--- config.mk ---
export PLATFORM = sky130hd
export DESIGN_NAME = plic_claim_ctrl
export DESIGN_NICKNAME = d
export VERILOG_FILES = /design/src/rtl/plic_claim_ctrl.sv
export SDC_FILE = /design/constraint.sdc
export NUM_CORES = 1
export LEC_CHECK = 0
export CORE_UTILIZATION = 45
export DETAILED_ROUTE_END_ITERATION = 8
export PLACE_DENSITY = 0.78
export SLEW_MARGIN = 25
export SYNTH_ARGS = -nofsm -noshare
export SYNTH_HDL_FRONTEND = slang
export SYNTH_SLANG_ARGS = --single-unit
--- constraint.sdc ---
create_clock -name clk -period 1.35 [get_ports clk]
set_input_delay 0.3375 -clock clk [delete_from_list [all_inputs] [get_ports clk]]
set_output_delay 0.3375 -clock clk [all_outputs]
set_load 0.01 [all_outputs]
--- src/rtl/plic_claim_ctrl.sv ---
// rtl/plic_claim_ctrl.sv - PLIC claim/complete sequencer with per-target ownership tracking
// Define PLIC_CLAIM_RR_EN for round-robin claim arbitration; otherwise fixed priority (lowest target wins).
module plic_claim_ctrl #(
  parameter int SOURCES      = 8,
  parameter int TARGETS      = 1,
  parameter int CLAIM_GAP    = 2,
  parameter int SOURCES_BITS = $clog2(SOURCES+1)
) (
  input  logic                            clk,
  input  logic                            rst,
  input  logic [TARGETS-1:0]              claim_req_i,
  output logic [TARGETS-1:0]              claim_ack_o,
  output logic [TARGETS*SOURCES_BITS-1:0] claim_id_o,
  input  logic [TARGETS-1:0]              complete_req_i,
  input  logic [TARGETS*SOURCES_BITS-1:0] complete_id_i,
  output logic [TARGETS-1:0]              complete_ack_o,
  output logic [TARGETS-1:0]              complete_err_o,
  output logic [TARGETS-1:0]              busy_o,
  input  logic [TARGETS*SOURCES_BITS-1:0] id_i,
  output logic [TARGETS-1:0]              claim_o,
  output logic [TARGETS-1:0]              complete_o
);

  localparam int IDX_W = (TARGETS > 1) ? $clog2(TARGETS) : 1;

  typedef enum logic {
    IDLE = 1'b0,
    OWN  = 1'b1
  } state_e;

  state_e                  state_q [TARGETS];
  state_e                  state_d [TARGETS];
  logic [SOURCES_BITS-1:0] id_q    [TARGETS];
  logic [SOURCES_BITS-1:0] id_d    [TARGETS];

  logic [TARGETS-1:0]              pending_q, pending_d;
  logic [TARGETS-1:0]              claim_q, claim_d;
  logic [TARGETS-1:0]              claim_ack_q, claim_ack_d;
  logic [TARGETS*SOURCES_BITS-1:0] claim_id_q, claim_id_d;
  logic [TARGETS-1:0]              complete_q, complete_d;
  logic [TARGETS-1:0]              complete_ack_q, complete_ack_d;
  logic [TARGETS-1:0]              complete_err_q, complete_err_d;
  logic [3:0]                      gap_q, gap_d;

  logic [TARGETS-1:0]              accept;
  logic [TARGETS-1:0]              own_ack;
  logic [TARGETS-1:0]              eligible;
  logic                            found;
  int                              idx;
  int                              grant_idx;

`ifdef PLIC_CLAIM_RR_EN
  logic [IDX_W-1:0] ptr_q, ptr_d;
`endif

  always_comb begin : next_state
    pending_d      = pending_q;
    claim_d        = '0;
    claim_ack_d    = '0;
    claim_id_d     = '0;
    complete_d     = '0;
    complete_ack_d = '0;
    complete_err_d = '0;
    gap_d          = (gap_q != 4'd0) ? gap_q - 4'd1 : 4'd0;
    accept         = '0;
    own_ack        = '0;
    eligible       = '0;
    found          = 1'b0;
    idx            = 0;
    grant_idx      = 0;
`ifdef PLIC_CLAIM_RR_EN
    ptr_d          = ptr_q;
`endif

    for (int t = 0; t < TARGETS; t++) begin
      state_d[t] = state_q[t];
      id_d[t]    = id_q[t];

      // Complete is resolved before any claim on the same target.
      accept[t] = complete_req_i[t] && (state_q[t] == OWN) &&
                  (complete_id_i[t*SOURCES_BITS +: SOURCES_BITS] == id_q[t]);
      complete_d[t]     = accept[t];
      complete_ack_d[t] = complete_req_i[t];
      complete_err_d[t] = complete_req_i[t] && !accept[t];
      if (accept[t]) begin
        state_d[t] = IDLE;
      end

      own_ack[t] = (pending_q[t] || claim_req_i[t]) && (state_q[t] == OWN) && !accept[t];

      // The cycle the core sees claim_o is the cycle its id is still valid.
      if (claim_q[t]) begin
        id_d[t]        = id_i[t*SOURCES_BITS +: SOURCES_BITS];
        claim_ack_d[t] = 1'b1;
        claim_id_d[t*SOURCES_BITS +: SOURCES_BITS] = id_i[t*SOURCES_BITS +: SOURCES_BITS];
        if (id_i[t*SOURCES_BITS +: SOURCES_BITS] != '0) begin
          state_d[t] = OWN;
        end
      end else if (own_ack[t]) begin
        claim_ack_d[t] = 1'b1;
      end

      pending_d[t] = (pending_q[t] || claim_req_i[t]) && !claim_q[t] && !own_ack[t];

      eligible[t] = (pending_q[t] || claim_req_i[t]) && (state_q[t] == IDLE) &&
                    !claim_q[t] && (gap_q == 4'd0);
    end

    for (int i = 0; i < TARGETS; i++) begin
`ifdef PLIC_CLAIM_RR_EN
      idx = int'(ptr_q) + 1 + i;
      if (idx >= TARGETS) begin
        idx = idx - TARGETS;
      end
`else
      idx = i;
`endif
      if (!found && eligible[IDX_W'(idx)]) begin
        found     = 1'b1;
        grant_idx = idx;
      end
    end

    if (found) begin
      claim_d[IDX_W'(grant_idx)] = 1'b1;
      gap_d = 4'(CLAIM_GAP);
`ifdef PLIC_CLAIM_RR_EN
      ptr_d = IDX_W'(grant_idx);
`endif
    end
  end

  always_ff @(posedge clk or posedge rst) begin : regs
    if (rst) begin
      for (int t = 0; t < TARGETS; t++) begin
        state_q[t] <= IDLE;
        id_q[t]    <= '0;
      end
      pending_q      <= '0;
      claim_q        <= '0;
      claim_ack_q    <= '0;
      claim_id_q     <= '0;
      complete_q     <= '0;
      complete_ack_q <= '0;
      complete_err_q <= '0;
      gap_q          <= 4'd0;
`ifdef PLIC_CLAIM_RR_EN
      ptr_q          <= IDX_W'(TARGETS-1);
`endif
    end else begin
      for (int t = 0; t < TARGETS; t++) begin
        state_q[t] <= state_d[t];
        id_q[t]    <= id_d[t];
      end
      pending_q      <= pending_d;
      claim_q        <= claim_d;
      claim_ack_q    <= claim_ack_d;
      claim_id_q     <= claim_id_d;
      complete_q     <= complete_d;
      complete_ack_q <= complete_ack_d;
      complete_err_q <= complete_err_d;
      gap_q          <= gap_d;
`ifdef PLIC_CLAIM_RR_EN
      ptr_q          <= ptr_d;
`endif
    end
  end

  always_comb begin : busy_map
    busy_o = '0;
    for (int t = 0; t < TARGETS; t++) begin
      busy_o[t] = (state_q[t] == OWN);
    end
  end

  assign claim_o        = claim_q;
  assign claim_ack_o    = claim_ack_q;
  assign claim_id_o     = claim_id_q;
  assign complete_o     = complete_q;
  assign complete_ack_o = complete_ack_q;
  assign complete_err_o = complete_err_q;

endmodule
-- Yosys cells after proc, flatten, opt, wreduce, memory -nomap -nowiden
Index checks and enable logic that the tools add are counted.
- add/sub/neg operators: 1
- equality and inequality tests: 1
- bitwise operators: 1
- mux-type cells: 10
- reduce and logical (&&, ||, !) cells: 17
- operator list (cell ; number):
    $mux W4 ; 3
    $logic_and A1 B1 Y1 ; 10
    $reduce_bool A4 Y1 ; 2
    $mux W1 ; 7
    $eq A4 B4 Y1 ; 1
    $logic_not A4 Y1 ; 1
    $sub A4 B1 Y4 const B ; 1
    $logic_not A1 Y1 ; 3
    $logic_or A1 B1 Y1 ; 1
    $not A1 Y1 ; 1
- input port bits: 12
- word-level logic and storage cells: 40
- output and inout bits: 10
- register bits: 19

-- Depth between registers and ports, before layout
- depth in word-level cells: 6
- depth in mapped cells: 5
- gate-level depth less buffers: 5

-- Worst setup path before layout
OpenSTA, ideal clock, no wires.
- kind: reg-to-reg
- from: register gap_q[0]
- to: register gap_q[1]
- required time: 1.272 ns
- setup slack: 0.151 ns
- data arrival time: 1.121 ns
- path buffers: 0
- period minus slack after synthesis: 1.199 ns
- stages on the path, launching flop included: 6
- cells stage by stage: dfrtp_1 inv_1 ha_1 nor3b_2 and3b_4 o21bai_1
- cells in the longest elaborated chain, start to end: 4
- RTL lines (what ; line ; text):
    start, declared ; 43 ; logic [3:0] gap_q, gap_d;
    start signal, assigned ; 162 ; gap_q <= gap_d;
    parallel branches: the longest is 3 deep, another holds $sub A4 B1 Y4 ; -- ;
    $mux W4 (*) ; 124 ; if (found) begin
    via gap_d[1] ; 43 ;
Mark *: on every way through the listed nets, which the timed path passes.
A chain may end at the register's enable or synchronous reset.

-- Worst setup path after layout
- from: register claim_id_q[0], in the netlist claim_id_o[0]
- to: output claim_id_o[0]
- RTL lines (what ; line ; text):
    start, declared ; 39 ; logic [TARGETS*SOURCES_BITS-1:0] claim_id_q, claim_id_d;
    start signal, assigned ; 158 ; claim_id_q <= claim_id_d;
    end, declared ; 13 ; output logic [TARGETS*SOURCES_BITS-1:0] claim_id_o,
No word-level cell between the ends.

==> metrics.txt <==
status completed; initial antenna violation count 0; Critical Path End Type output pin; RSZ-0062 raised after global routing no; P_leak approximately 0.00057 uW; PwrDens about 1800 nW/um^2; first-pass GRT wire length ~2.4 mm; Synth Area in Compound Gates between 10% and 20%; Arr. time, crit path approximately 0.95 ns; Root Buffer clkbuf_4; period utilisation layout between 90% and 100%; clk_lat worst skew approximately 0.29 ns; Die Ht approximately 44 um; Mapped Cells 62; worst vdd ir between 0.001 and 0.0015 V; die area between 1500 and 2000 um^2; cell count along the critical path 1; Yosys reg bits 19; Final HPWL DP about 1.1 mm; total routed wirelength 1.409 mm; Least-Margin Pin Slew ~0.36 ns; DR vias/cell roughly 4.9; CP top delay family flip-flops; CP Cell Sequence dlygate4sd2_1; # fillers 121; clk slew on worst S/H paths about 0.1 ns; clk_skew around 0.0038 ns; Tot GR Track Use 18.41%; DR WL/cell between 10 and 15 um; Worst Path Required just over 1 ns; IO Port Bufs 21; register area between 400 and 500 um^2; I/O pin total 22; Syn Area/Cell around 13 um^2; proportion of synthesized area in mux cells 0%; synth warn 0; Synth cell types 27; main combinational cell family by area after synthesis simple AND/OR/NAND/NOR gates; DR iter-0 viols 2; post-route antenna net violation count 0; n_diodes 0; WP buf/inv 1; max incr delay on CP around 0.38 ns; final setup violation count 0; Seq pwr share between 40 and 50%; Cell Area, Synth between 800 and 900 um^2; Worst R2R Path Depth 5; area used by multi-input combinational logic slightly above 300 um^2; fmax just under 0.8 GHz; Initial Util 50.87%; via count ~540; switching power 663.8 uW; nets 109; Slew Viols, Final 0; area overhead of the layout relative to synthesis 38.22%; slew margin rel. between 70% and 80%; Total Power between 1500 and 2000 uW; post-synth net total 76; drt first pass iters 5; XOR/XNOR Fraction of Synth Area ~4.4%; vias in the first global route roughly 540; Num Clock Sinks 19; sequential fraction of the synthesis area ~60%; Internal approximately 1300 uW; Post-Synth Simple-Gate Area 16.69%; slowest stage cell on the critical path dfrtp_1; clock network fraction of design power around 14%; CTS HTree Levels 1; area post-placement 1085 um^2; CTS tree yes; CP max FO 1; worst hold path class input port to asynchronous set/reset pin; Max-Cap Viols 0; Final Critical Period 1.288 ns; largest net degree at the start of global routing 20; cell area after layout about 1100 um^2; sw frac roughly 33%; crit start category flop; die width about 44 um; Hold Fails Final Rpt 0; layout cells sized above 1 about 22%; adder-cell area share of the yosys netlist around 3.1%; Num CTS Buffers 3; Core Area 1577 um^2; routability cong. about 0.75; Std-Cell Rows 14; DR DRC count 0; Crit Path Class flop to output pin; Bufs on Longest Clock Path 2; remaining global-route overflow 0; Comb power frac 41.5%
cells in the final DEF, fill, tap and decap left out, types with 2 or more instances in the layout:
master,n
ha_1,2
and2_2,4
dlygate4sd2_1,8
inv_1,6
clkdlybuf4s50_1,11
clkdlybuf4s15_1,2
nor2b_1,2
clkbuf_4,3
a31oi_1,2
xor2_1,3
buf_4,7
dfrtp_1,19
a21o_1,5
registers in the layout, summed over array words and instances, names as in the netlist:
signal,count
claim_id_o,4
gap_q,4
id_q,4
busy_o,1
claim_ack_o,1
claim_o,1
complete_ack_o,1
complete_err_o,1
complete_o,1
pending_q,1
cells by family after synthesis:
group                      count (synthesis)
AOI/OAI and AO/OA                         14
xor gates and xnor gates                   4
adders and majority gates                  2
buffers and inverters                      6
DFF                                       19
and+or+nand+nor                           17
synthesized netlist by cell type:
cell type,instances,area share [%]
xnor2_1,1,1.1
nor2_1,1,0.47
o21ai_0,1,0.62
xor2_1,3,3.3
a31oi_1,2,1.6
nand2b_1,1,0.78
dfrtp_1,19,59
a21o_1,5,4.7
and2_2,4,3.7
inv_1,6,2.8
and3b_4,1,1.6
nor3_4,1,2.0
a31o_1,1,1.1
or2_2,1,0.78
and2_1,1,0.78
a21oi_1,1,0.62
ha_1,2,3.1
o41ai_1,1,1.1
a41oi_1,1,1.1
and3_1,1,0.78
o21ba_4,1,2.0
nand3_1,1,0.62
or3_1,1,0.78
o21bai_1,1,0.94
nor3_2,1,1.2
nor2b_1,2,1.6
nor3b_2,1,1.6
repair_timing:
action                                  CTS  global route
cloned                                    0             0
hold endpoints to repair                  0             0
pin swaps                                 0             0
hold buffers                              0             0
setup buffers                             0             0
gates resized for setup                  10             3
endpoints found under the setup margin   10             3
metrics by stage:
step	util [%]	hold WS [ns]	setup TNS (ns)	setup WS, ns	cells
after global placement	68.81	0.4401	-0.7754	-0.1605	106
after detailed placement	68.81	0.4521	-0.8507	-0.2188	106
final	70.32	0.3526	0	0.06217	110
after floorplan	-	0.2886	0	0.1514	62
after CTS	69.76	0.3474	0	0.01243	110
after global routing	70.32	0.3886	0	0.007565	110
path summary, 6_finish.rpt:
check / from / to / slack [ns]
min in group clk: gap_q[0]$_DFF_PP0_ / gap_q[0]$_DFF_PP0_ / 0.46
min: rst / id_q[3]$_DFFE_PP0P_ / 0.35
min reg2reg: gap_q[0]$_DFF_PP0_ / gap_q[0]$_DFF_PP0_ / 0.46
max: claim_id_o[0]$_DFF_PP0_ / claim_id_o[0] / 0.06
max reg2reg: gap_q[0]$_DFF_PP0_ / gap_q[1]$_DFF_PP0_ / 0.11
max in group asynchronous: rst / claim_id_o[0]$_DFF_PP0_ / 0.80
per-layer routing:
metal	part of all wire, %	vias up	routed length (um)	global-route usage, %
met5	0	-	0	0
met4	0	0	0	12.73
met3	3.5	0	50	4.898
met2	51	14	716	27.94
met1	46	250	643	22.85
li1	-	275	-	-
power groups by stage:
stage | Clock, uW | Sequential, uW | Combinational (uW)
2_1_floorplan | 0 | 915 | 480
3_3_place_gp | 0 | 888 | 831
3_5_place_dp | 0 | 897 | 857
4_1_cts | 295 | 881 | 823
5_1_grt | 316 | 907 | 937
6_report | 281 | 889 | 830
area by class of cell:
type,instances,share of cell area [%]
clock inverter,1,0.4515
clock buffer,3,2.032
sequential,19,42.89
inverter,6,2.032
multi-input combinational,37,27.99
timing repair buffer,28,22.80
tap,16,1.806
Note: power is estimated with default switching activity, not from simulation.
